--- src/rtl/regfile_write_scheduler.sv ---
// regfile_write_scheduler
// Shares the register bank's single write port between the execute (A) and
// memory (B) writeback paths, and keeps per-register reservation counters
// that drive the read-after-write hazard signal seen by issue.
module regfile_write_scheduler #(
  parameter int XLEN       = 32,
  parameter int AMOUNT     = 16,
  parameter int ADDRESSLEN = 4
) (
  input  logic                  clk,
  input  logic                  rst_n,
  input  logic                  aValid,
  input  logic [ADDRESSLEN-1:0] aAddr,
  input  logic [XLEN-1:0]       aData,
  output logic                  aReady,
  input  logic                  bValid,
  input  logic [ADDRESSLEN-1:0] bAddr,
  input  logic [XLEN-1:0]       bData,
  output logic                  bReady,
  input  logic                  rsvValid,
  input  logic [ADDRESSLEN-1:0] rsvAddr,
  output logic                  rsvReady,
  input  logic [ADDRESSLEN-1:0] RAddress1,
  input  logic [ADDRESSLEN-1:0] RAddress2,
  output logic                  hazard,
  output logic [ADDRESSLEN-1:0] RWhich,
  output logic [XLEN-1:0]       dataWrite,
  output logic                  writeEnabled,
  output logic                  err
);

  // Round-robin pointer: 0 favours A, 1 favours B when both request.
  logic                  rr_b_q, rr_b_d;
  logic                  grant_a_s, grant_b_s, gnt_s;
  logic [ADDRESSLEN-1:0] gnt_addr_s;
  logic [XLEN-1:0]       gnt_data_s;
  logic                  rsv_acc_s;
  logic [1:0]            pend_q [AMOUNT];
  logic [1:0]            pend_d [AMOUNT];
  logic                  err_q, err_d;
  logic                  we_q, we_d;
  logic [ADDRESSLEN-1:0] rwhich_q, rwhich_d;
  logic [XLEN-1:0]       wdata_q, wdata_d;

  // Arbitrate the write port and select the granted address/data.
  always_comb begin
    grant_a_s = 1'b0;
    grant_b_s = 1'b0;
    if (aValid && (!bValid || !rr_b_q)) begin
      grant_a_s = 1'b1;
    end else if (bValid) begin
      grant_b_s = 1'b1;
    end else begin
      grant_a_s = 1'b0;
      grant_b_s = 1'b0;
    end
    gnt_s      = grant_a_s | grant_b_s;
    gnt_addr_s = grant_b_s ? bAddr : aAddr;
    gnt_data_s = grant_b_s ? bData : aData;
  end

  // Next pointer, write register and sticky error state.
  always_comb begin
    rr_b_d   = rr_b_q;
    we_d     = 1'b0;
    rwhich_d = rwhich_q;
    wdata_d  = wdata_q;
    if (grant_a_s) begin
      rr_b_d = 1'b1;
    end else if (grant_b_s) begin
      rr_b_d = 1'b0;
    end else begin
      rr_b_d = rr_b_q;
    end
    if (gnt_s) begin
      we_d     = 1'b1;
      rwhich_d = gnt_addr_s;
      wdata_d  = gnt_data_s;
    end else begin
      we_d = 1'b0;
    end
    err_d = err_q | (gnt_s & (pend_q[gnt_addr_s] == 2'd0));
  end

  // A reservation is refused only on a saturated counter, unless the same
  // cycle's commit frees a slot on that register.
  always_comb begin
    rsvReady  = (pend_q[rsvAddr] != 2'd3) | (gnt_s & (gnt_addr_s == rsvAddr));
    rsv_acc_s = rsvValid & rsvReady;
  end

  // Per-register outstanding-write counters; reserve and commit cancel.
  always_comb begin
    for (int r = 0; r < AMOUNT; r++) begin
      logic inc_s, dec_s;
      inc_s = rsv_acc_s & (rsvAddr == ADDRESSLEN'(r));
      dec_s = gnt_s & (gnt_addr_s == ADDRESSLEN'(r));
      pend_d[r] = pend_q[r];
      if (inc_s && dec_s) begin
        pend_d[r] = pend_q[r];
      end else if (inc_s) begin
        pend_d[r] = pend_q[r] + 2'd1;
      end else if (dec_s && (pend_q[r] != 2'd0)) begin
        pend_d[r] = pend_q[r] - 2'd1;
      end else begin
        pend_d[r] = pend_q[r];
      end
    end
  end

  // Hazard is driven purely by the outstanding counters.
  always_comb begin
    hazard = (pend_q[RAddress1] != 2'd0) | (pend_q[RAddress2] != 2'd0);
    aReady = grant_a_s;
    bReady = grant_b_s;
  end

  // State registers; reset drops any granted-but-unregistered write.
  always_ff @(posedge clk or negedge rst_n) begin
    if (!rst_n) begin
      rr_b_q   <= 1'b0;
      we_q     <= 1'b0;
      rwhich_q <= {ADDRESSLEN{1'b0}};
      wdata_q  <= {XLEN{1'b0}};
      err_q    <= 1'b0;
      for (int r = 0; r < AMOUNT; r++) begin
        pend_q[r] <= 2'd0;
      end
    end else begin
      rr_b_q   <= rr_b_d;
      we_q     <= we_d;
      rwhich_q <= rwhich_d;
      wdata_q  <= wdata_d;
      err_q    <= err_d;
      for (int r = 0; r < AMOUNT; r++) begin
        pend_q[r] <= pend_d[r];
      end
    end
  end

  assign writeEnabled = we_q;
  assign RWhich       = rwhich_q;
  assign dataWrite    = wdata_q;
  assign err          = err_q;

endmodule

--- config.mk ---
export PLATFORM = sky130hd
export DESIGN_NAME = regfile_write_scheduler
export DESIGN_NICKNAME = d
export VERILOG_FILES = /design/src/rtl/regfile_write_scheduler.sv
export SDC_FILE = /design/constraint.sdc
export NUM_CORES = 1
export LEC_CHECK = 0
export CAP_MARGIN = 30
export CORE_UTILIZATION = 28
export DETAILED_ROUTE_END_ITERATION = 6
export GPL_TIMING_DRIVEN = 0
export SLEW_MARGIN = 30
export SYNTH_ARGS = -nofsm -noshare
export SYNTH_HDL_FRONTEND = slang
export SYNTH_SLANG_ARGS = --single-unit
export TNS_END_PERCENT = 50
--- constraint.sdc ---
create_clock -name clk -period 4.6 [get_ports clk]
set_clock_uncertainty 0.1 [all_clocks]
set_input_delay 0.46 -clock clk [delete_from_list [all_inputs] [get_ports clk]]
set_output_delay 0.46 -clock clk [all_outputs]
set_load 0.01 [all_outputs]
==> run summary <==
Run status -> complete, no violations
Relative slew slack -> 0.497
GRT busiest layer -> met2
Clock Pin Slew Worst Setup and Hold Paths -> 0.06 ns
Startpoint Class -> input port
Largest cells by area after synthesis -> dfrtp_1 39%, mux2i_1 7.8%, mux4_2 7.3%, nor2_1 4.4%, o21ai_0 4.1%
Post-layout util -> 0.404
M3 GR Usage -> 0.0688
Critical Path End Type -> output port
Post-layout min period -> 3.85 ns
Synth area leader -> dfrtp_1
Number of global-route vias before repair -> 4611
P&R area growth vs syn -> 40.0%
Remaining DRCs -> 0
Via-per-instance ratio -> 5.34
Via count -> 4469
Count of input and output buffers -> 126
Gr usage total -> 0.190
Clock Root Buffer -> clkbuf_16
WL per Instance -> 17.9 µm
Die height -> 130 µm
Antenna violations before repair -> 0
Worst Path Required -> 4.04 ns
Fmax -> 260 MHz
Min-delay src -> err$_DFF_PN0_
Critical path cell sequence -> clkdlybuf4s50_1, inv_1, a2111o_1, a21o_1, o311ai_4, buf_6, clkdlybuf4s50_1
Syn Area/Cell -> 9.67 µm²
Ys async rst share -> 1.00
Met1 Track Usage GR -> 0.228
Critical Path Slowest Stage Cell -> clkdlybuf4s50_1
Crit path max fanout -> 10
Largest net degree at the start of global routing -> 41
Max-slew violations -> 0
Worst path bufs/invs -> 4
Hpwl dp -> 11500 µm
Pre-antenna DRT Iters -> 4
Post-synth EDFFs -> 0
Critical Path Stages -> 7
IO Pins -> 131
Worst EP arrival -> 3.29 ns
Nets@finish -> 705
H-Tree Depth -> 3
Final setup TNS -> 0 ns
Layout cell share with drive strength beyond 1 -> 0.0870
Initial DRC count -> 227
Worst-Margin Slew -> 0.754 ns
Reg2reg start -> rr_b_q$_DFFE_PN0P_
Row Count -> 46
Setup violators final -> 0
Reg-to-reg endpoint -> err$_DFF_PN0_
Grt met2 use -> 0.312
PwrDens -> 369 nW/µm²
Max clock buf depth -> 2
Routed WL -> 15000 µm
Total CTS buffers -> 9
N_diodes -> 0
Sequential standard cell area -> 1780 µm²
RD Place Congestion -> 0.937
Seq/Total Area, Yosys -> 0.385
Yosys reg bits -> 71
Syn Inst Count -> 477
Multi-input logic area -> 2680 µm²
Main synth FF type -> dfrtp_1
Reg2reg setup slack -> 1.72 ns
Post-synth cell types -> 47
Dpl ws -> 0.821 ns
First-pass GRT wire length -> 24500 µm
Crit share post-route -> 0.837
RSZ-0062 raised after global routing -> no
Clk Latency, worst-skew pair -> 0.35 ns
Core area -> 16000 µm²
Die Width -> 130 µm
P_leak -> 2.73 nW
Maximum VDD drop -> 0.172 mV
Synthesized area -> 4610 µm²
Initial Utilization -> 0.288
Cell count of the worst reg-to-reg path -> 8
Worst path max stage delay -> 0.66 ns
Final Hold Viols -> 0
Fillers -> 1624
Syn nets -> 566
Kind of critical path -> input port to output port
Total power -> 2.38 mW
CTS tree -> done
HP Class -> flip-flop to flip-flop
Worst path top cell family by delay -> buffers and inverters
Max Cap Violations -> 0
Die area -> 17000 µm²
Area share of the largest cell type after synthesis -> 0.385
Worst Setup EP -> rsvReady
Critical path startpoint -> rsvAddr[3]
ANT nets after route -> 0
Final WS setup -> 0.749 ns
Synth Warn # -> 0
Total grt overflow -> 0
Crit path top cell by count -> clkdlybuf4s50_1
Clock sinks -> 71
[layout by cell type (no fill, tap or decap), types with 3 or more instances in the layout]
cell             instances
a211o_1                  3
a211oi_1                 8
a21boi_1                11
a21o_1                   3
a21oi_1                 14
a22oi_1                 11
and3_1                  11
buf_2                    8
clkbuf_1                12
clkbuf_16                9
clkdlybuf4s50_1        125
dfrtp_1                 71
inv_1                    7
mux2i_1                 36
mux4_1                   4
mux4_2                  15
nand2_1                 46
nand2_4                  6
nand2b_1                 3
nand3_1                 23
nor2_1                  54
nor2b_1                  7
nor3_1                  16
o21a_1                   4
o21ai_0                 38
o21ba_1                  7
o22a_1                  15
or3_1                    4
xnor2_1                 14
[per-layer routing]
metal | wire [µm] | vias up
met2 | 6970 | 227
met3 | 1650 | 16
met4 | 256 | 0
met1 | 6070 | 2188
li1 | - | 2038
met5 | 0 | -
[through the flow]
stage / instance area, µm² / std cells / hold WS, ns
floorplan: 4610 / 477 / 0.0644
CTS: 6460 / 837 / 0.430
finish: 6460 / 837 / 0.418
detailed placement: 6160 / 820 / 0.345
global route: 6460 / 837 / 0.444
global placement: 6150 / 819 / 0.389
[how the worst min path moves through the flow]
stage	to	slack, ns	depth (start not counted)
after floorplan	RWhich[0]$_DFFE_PN0P_	0.06	0
after global placement	RWhich[0]$_DFFE_PN0P_	0.39	2
after detailed placement	pend_q[31]$_DFFE_PN0P_	0.35	1
after CTS	rr_b_q$_DFFE_PN0P_	0.43	1
after global routing	err$_DFF_PN0_	0.44	1
final	err$_DFF_PN0_	0.42	1
[cells in the mapped netlist (2+ instances only)]
master and instances:
dfrtp_1 71, nor2_1 54, nand2_1 46, o21ai_0 38, mux2i_1 36, nand3_1 23
nor3_1 16, mux4_2 15, o22a_1 15, a21oi_1 14, xnor2_1 14, a21boi_1 11
a22oi_1 11, and3_1 11, clkbuf_1 11, a211oi_1 8, buf_2 8, inv_1 7
nor2b_1 7, o21ba_1 7, nand2_4 6, mux4_1 4, o21a_1 4, or3_1 4
a211o_1 3, a21o_1 3, nand2b_1 3, a21boi_0 2, a32oi_1 2, buf_1 2
buf_6 2, nand2_2 2, nand4_1 2, xor2_1 2
[where the power goes]
group,switching [mW],internal (mW)
combinational,0.375,0.445
clock,0.283,0.396
sequential,0.136,0.747
[layout make-up]
cell class / count / share of cell area
plain buffers: 24 / 0.0203
clock buffers: 12 / 0.0397
clock inverters: 4 / 0.00446
inverters: 7 / 0.00407
multi-input cells: 375 / 0.415
flip-flops and latches: 71 / 0.275
well taps: 216 / 0.0418
repair buffers: 128 / 0.200
[state kept, by name, summed over array words and instances, names as in the netlist]
signal        count
dataWrite        32
pend_q           32
rr_b_q            1
writeEnabled      1
RWhich            4
err               1
[cells by family (layout without fill, tap and decap cells)]
family                    count (synthesis)  count (layout)  synth area share
and+or+nand+nor                         177             177             0.182
DFF                                      71              71             0.385
xor gates and xnor gates                 16              16            0.0304
buffers and inverters                    31             175            0.0342
AOI/OAI and AO/OA                       126             126             0.192
muxes                                    56              56             0.177
[repair_timing]
action                    in CTS  in global routing
hold buffers                   1                  0
buffers inserted               0                  0
resized for setup              0                  0
hold endpoints to repair      31                  0
(Power assumes the default switching activity.)
